<file path="config.mk">
export PLATFORM = sky130hd
export DESIGN_NAME = fetch_unit
export DESIGN_NICKNAME = d
export VERILOG_FILES = /design/src/rtl/fetch_unit_pkg.sv /design/src/rtl/fetch_perf_ctr.sv /design/src/rtl/fetch_unit.sv
export SDC_FILE = /design/constraint.sdc
export NUM_CORES = 1
export LEC_CHECK = 0
export BUFFER_PORTS_ARGS = -buffer_cell sky130_fd_sc_hd__buf_2
export CORE_MARGIN = 2
export CORE_UTILIZATION = 42
export DETAILED_ROUTE_END_ITERATION = 10
export PLACE_DENSITY_LB_ADDON = 0.12
export SLEW_MARGIN = 5
export SYNTH_ARGS = -nofsm -noshare
export SYNTH_HDL_FRONTEND = slang
export SYNTH_SLANG_ARGS = --single-unit
</file>
<file path="constraint.sdc">
create_clock -name clk -period 1.9 [get_ports clk]
set_input_delay 0.285 -clock clk [delete_from_list [all_inputs] [get_ports clk]]
set_output_delay 0.285 -clock clk [all_outputs]
set_load 0.1 [all_outputs]
</file>
<file path="src/rtl/fetch_unit_pkg.sv">
// Shared pipeline definitions for the fetch stage: fetch FSM states, the
// canonical NOP used as the F/D clear value, and the datapath width.
package fetch_unit_pkg;

  localparam int XLEN = 32;

  // addi x0,x0,0; also the value the F/D register loads when flushed
  localparam logic [XLEN-1:0] NOP_INSTR = 32'h00000013;

  typedef enum logic [1:0] {
    IDLE = 2'd0,
    WAIT = 2'd1,
    HELD = 2'd2,
    KILL = 2'd3
  } fetch_state_e;

  function automatic logic [XLEN-1:0] align_word(input logic [XLEN-1:0] addr);
    return {addr[XLEN-1:2], 2'b00};
  endfunction

endpackage

</file>
<file path="src/rtl/fetch_perf_ctr.sv">
// Fetch performance counters: instructions handed to decode and fetches
// thrown away. Instantiated by fetch_unit only when FETCH_PERF_CNT_EN is defined.
module fetch_perf_ctr (
  input  logic        clk,
  input  logic        rst,
  input  logic        fetched_i,
  input  logic        killed_i,
  output logic [31:0] fetched_o,
  output logic [31:0] killed_o
);

  logic [31:0] fetched_q, fetched_d;
  logic [31:0] killed_q, killed_d;

  always_comb begin
    fetched_d = fetched_q;
    killed_d  = killed_q;
    if (fetched_i) fetched_d = fetched_q + 32'd1;
    if (killed_i)  killed_d  = killed_q + 32'd1;
  end

  always_ff @(posedge clk or posedge rst) begin
    if (rst) begin
      fetched_q <= '0;
      killed_q  <= '0;
    end else begin
      fetched_q <= fetched_d;
      killed_q  <= killed_d;
    end
  end

  assign fetched_o = fetched_q;
  assign killed_o  = killed_q;

endmodule

</file>
<file path="src/rtl/fetch_unit.sv">
// Instruction-fetch stage: owns the PC, runs the single-outstanding imem
// handshake and holds the fetched word for decode. Optional counters: FETCH_PERF_CNT_EN.
module fetch_unit #(
  parameter logic [31:0] RESET_VECTOR = 32'h00000000,
  parameter logic [31:0] NOP_INSTR    = fetch_unit_pkg::NOP_INSTR
) (
  input  logic        clk,
  input  logic        rst,
  input  logic        stall_f,
  input  logic        pc_src_e,
  input  logic [31:0] pc_target_e,
  output logic        imem_req,
  output logic [31:0] imem_addr,
  input  logic        imem_gnt,
  input  logic        imem_rvalid,
  input  logic [31:0] imem_rdata,
  output logic [31:0] instr_f,
  output logic [31:0] pc_f,
  output logic [31:0] pcplus4_f,
  output logic        instr_valid_f,
  output logic        fetch_stall_req
`ifdef FETCH_PERF_CNT_EN
  ,
  output logic [31:0] perf_fetched,
  output logic [31:0] perf_killed
`endif
);

  import fetch_unit_pkg::*;

  fetch_state_e state_q, state_d;
  logic [31:0]  pc_q, pc_d;
  logic [31:0]  instr_q, instr_d;
  logic         req_en_q;
  logic         gnt;
  logic [31:0]  redirect_pc;

  // A grant only counts while we are actually requesting
  assign gnt         = imem_req & imem_gnt;
  assign redirect_pc = align_word(pc_target_e);

  always_comb begin
    state_d  = state_q;
    pc_d     = pc_q;
    instr_d  = instr_q;
    imem_req = 1'b0;
    case (state_q)
      IDLE: begin
        imem_req = req_en_q;
        if (pc_src_e) begin
          pc_d    = redirect_pc;
          state_d = gnt ? KILL : IDLE;
        end else if (gnt) begin
          state_d = WAIT;
        end
      end
      WAIT: begin
        if (pc_src_e) begin
          pc_d    = redirect_pc;
          state_d = imem_rvalid ? IDLE : KILL;
        end else if (imem_rvalid) begin
          instr_d = imem_rdata;
          state_d = HELD;
        end
      end
      HELD: begin
        if (pc_src_e) begin
          pc_d    = redirect_pc;
          state_d = IDLE;
        end else if (!stall_f) begin
          pc_d    = pc_q + 32'd4;
          state_d = IDLE;
        end
      end
      KILL: begin
        if (pc_src_e) pc_d = redirect_pc;
        if (imem_rvalid) state_d = IDLE;
      end
      default: state_d = IDLE;
    endcase
  end

  // req_en_q keeps imem_req low until the first edge after reset release
  always_ff @(posedge clk or posedge rst) begin
    if (rst) begin
      state_q  <= IDLE;
      pc_q     <= align_word(RESET_VECTOR);
      instr_q  <= NOP_INSTR;
      req_en_q <= 1'b0;
    end else begin
      state_q  <= state_d;
      pc_q     <= pc_d;
      instr_q  <= instr_d;
      req_en_q <= 1'b1;
    end
  end

  assign imem_addr       = pc_q;
  assign pc_f            = pc_q;
  assign pcplus4_f       = pc_q + 32'd4;
  assign instr_valid_f   = (state_q == HELD);
  assign instr_f         = instr_valid_f ? instr_q : NOP_INSTR;
  assign fetch_stall_req = ~instr_valid_f;

`ifndef SYNTHESIS
  always_ff @(posedge clk) begin
    if (!rst && imem_rvalid && (state_q == IDLE || state_q == HELD))
      $error("fetch_unit: imem response with no request outstanding");
  end
`endif

`ifdef FETCH_PERF_CNT_EN
  logic ev_fetched;
  logic ev_killed;

  // Killed covers both a dropped wrong-path response and a flushed buffer
  assign ev_fetched = (state_q == HELD) & ~pc_src_e & ~stall_f;
  assign ev_killed  = ((state_q == HELD) & pc_src_e) |
                      (imem_rvalid & ((state_q == KILL) | ((state_q == WAIT) & pc_src_e)));

  fetch_perf_ctr u_perf (
    .clk       (clk),
    .rst       (rst),
    .fetched_i (ev_fetched),
    .killed_i  (ev_killed),
    .fetched_o (perf_fetched),
    .killed_o  (perf_killed)
  );
`endif

endmodule

</file>
==> results.cfg <==
[run_status]
status = complete, but fails checks
violations = setup timing

[timing]
hold_viol_final = 0
clock_skew_ps = 8.198
timing.final.ws_setup_ps = -652.2
finalSetupTns_ps = -11190
fmax_ghz = 0.3918
worstMarginPinSlew_ps = 623.8
drv_slew = 0
fin_crit_sh_pct = 134.3
rsz0062_at_grt = yes
timing.slew.headroom_pct = 58.41
post-route-min-period_ps = 2552
holdWs_ps = 16.12
finalSetupViolations = 29

[layout]
syn_to_final_growth_pct = 95.44
antenna_cells = 0
final_common_cell = buf_2
fill_cells = 483
drive_above_1_share_pct = 71.79
fin_nets = 743
layout_common_cells = buf_2 (128), buf_4 (74), buf_12 (68)

[floorplanning]
design.die.area_um2 = 10330
rows = 35
die_w_um = 101.6
core_um2 = 9240
start_util_pct = 43.33
io_pins = 201
die_h_um = 101.6

[power]
p_leak_nw = 3.535
clkPwrFrac_pct = 13.5
power.total_mw = 8.217
p_sw_share_pct = 51.11
irDropWorstVdd_mv = 0.9703
power_density_nw_per_um2 = 1050
intPower_mw = 4.018
seqPwrFrac_pct = 25.4
power_frac_comb_pct = 61.2
p_switching_mw = 4.200

[worst_setup_path]
cp-end-kind = primary output
cp_max_fo = 5
cp.required_ps = 1620
crit_type = register to primary output
startpoint_type = register
cp.arrival_ps = 2270

[detailed_routing]
post_drt_wl_per_cell_um = 18.27
drt_pass1_iterations = 5
totalWireLength_um = 14730
drc = 0
via_per_inst = 5.057
ant_nets = 0
routed-via-count = 4076
drtIter0Drc = 156

[global_routing]
grt_pass1_vias = 4355
grt_max_degree = 66
grt_pass1_wl_um = 22070
grt.overflow.total = 0
track_usage_pct = 27.77
antenna_found_initial = 1

[clock_tree]
clock_tree.root_cell = clkbuf_8
htreeDepth = 3
cts_buffers = 9
cts_tree = done
cts.sinks = 65
ctsLongestPathBuffers = 2
clock_latency_ps = 350
clkTransAtPathRegs_ps = 80
cts_hold_buffers = 0

[run]
drv_cap = 0

[placed_design]
io_buffer_count = 192
gp_congestion = 0.8726
dp_worst_setup_slack_ps = -285.1
dp_hpwl_um = 9660

[synthesis]
ys_seq_elements = 65
yosysSeqAreaShare_pct = 40.72
avgSynthCellArea_um2 = 9.421
synth_top_cell_area_share_pct = 38.75
yosysWarnings = 0
yosys.area.top_type = dfrtp_1
postSynthCellCount = 425
syn_area_um2 = 4004
synthTopCellsByArea = dfrtp_1 (39%), mux2_2 (9.0%), buf_4 (7.1%), xor2_1 (6.3%), xnor2_1 (6.1%)
synth_cell_types = 35

[min_path]
hold_class = input pin to asynchronous set/reset pin
[routing by layer]
metal / wire, um / track usage (%) / vias to the layer above
met4: 336 / 8.836 / 0
met1: 5240 / 31.01 / 2010
li1: - / - / 1862
met2: 8039 / 49.54 / 177
met3: 1114 / 9.593 / 27
met5: 0 / 0 / -
[critical path, stage by stage, from the launching register on]
cell and delay, ps:
dfrtp_2 410, nand3_4 100, buf_4 140, buf_4 140, nor4_4 180, and2_4 240
nand4_1 250, xnor2_4 260, buf_12 190
[power groups by stage]
| stage | Clock (mW) | Combinational (mW) | Sequential [mW] |
|---|---|---|---|
| after global routing | 1.18 | 5.18 | 2.14 |
| after global placement | 0 | 4.74 | 2.05 |
| final | 1.11 | 5.03 | 2.09 |
| after CTS | 1.12 | 5.04 | 2.08 |
| after detailed placement | 0 | 4.82 | 2.09 |
| after floorplan | 0 | 3.09 | 2.53 |
[cell usage after synthesis (all sizes together)]
library cell / n
dfrtp: 62
nand2: 50
buf: 44
and2: 32
mux2: 32
o21ai: 32
xor2: 29
nand3: 28
xnor2: 28
clkbuf: 21
nand4: 14
nor3: 10
nor2: 8
inv: 5
nor4: 5
nand2b: 4
and3: 3
dfstp: 3
nor3b: 3
and4: 2
conb: 2
nor2b: 2
a21o: 1
ha: 1
mux2i: 1
or3: 1
or3b: 1
or4: 1
[per-stage QoR]
| stage | instance area, um^2 | utilization, % | std cells |
|---|---|---|---|
| 6_report | 7825 | 84.69 | 806 |
| 5_1_grt | 7825 | 84.69 | 806 |
| 4_1_cts | 7729 | 83.64 | 800 |
| 3_5_place_dp | 7034 | 76.13 | 757 |
| 3_3_place_gp | 7034 | 76.13 | 757 |
| 2_1_floorplan | 4906 | - | 430 |
[logic make-up after synthesis]
group,after synthesis,share of synthesized area [%]
buffers and inverters,70,10.41
adders and majority gates,1,0.3125
DFF,65,40.72
xor gates and xnor gates,57,12.47
other,2,0.1876
and+or+nand+nor,164,22.47
muxes,33,9.250
AOI/OAI and AO/OA,33,4.187
[worst paths after layout]
check	start	endpoint	slack [ps]	depth (start not counted)
min in group clk	pc_target_e[3]	imem_addr[3]$_DFFE_PP0P_	130	3
hold / removal	rst	instr_q[15]$_DFFE_PP0P_	20	3
hold reg to reg	instr_q[14]$_DFFE_PP0P_	instr_q[14]$_DFFE_PP0P_	510	1
max in group asynchronous	rst	instr_q[1]$_DFFE_PP1P_	1550	3
setup reg to reg	imem_addr[2]$_DFFE_PP0P_	imem_addr[20]$_DFFE_PP0P_	-40	10
setup / recovery	imem_addr[11]$_DFFE_PP0P_	pcplus4_f[28]	-650	8
[sequential cells by signal, summed over array words and instances, names as in the netlist]
name,count
state_q,2
instr_q,32
imem_addr,30
req_en_q,1
[repair_timing]
action                                  CTS  global route
gates resized for setup                  50            34
setup buffers                            27            16
gates cloned                              3             1
pin swaps                                52            20
endpoints found under the setup margin   66            79
[area by class of cell]
class,count,area (um^2),share of cell area (%)
repair buffers,296,2868,36.65
flip-flops and latches,65,1665,21.28
clock inverters,6,51.30,0.6556
inverters,5,30.03,0.3838
clock buffers,10,127.6,1.631
multi-input cells,295,2922,37.34
well taps,129,161.4,2.063
No activity file was read; power rests on OpenSTA's default activity.
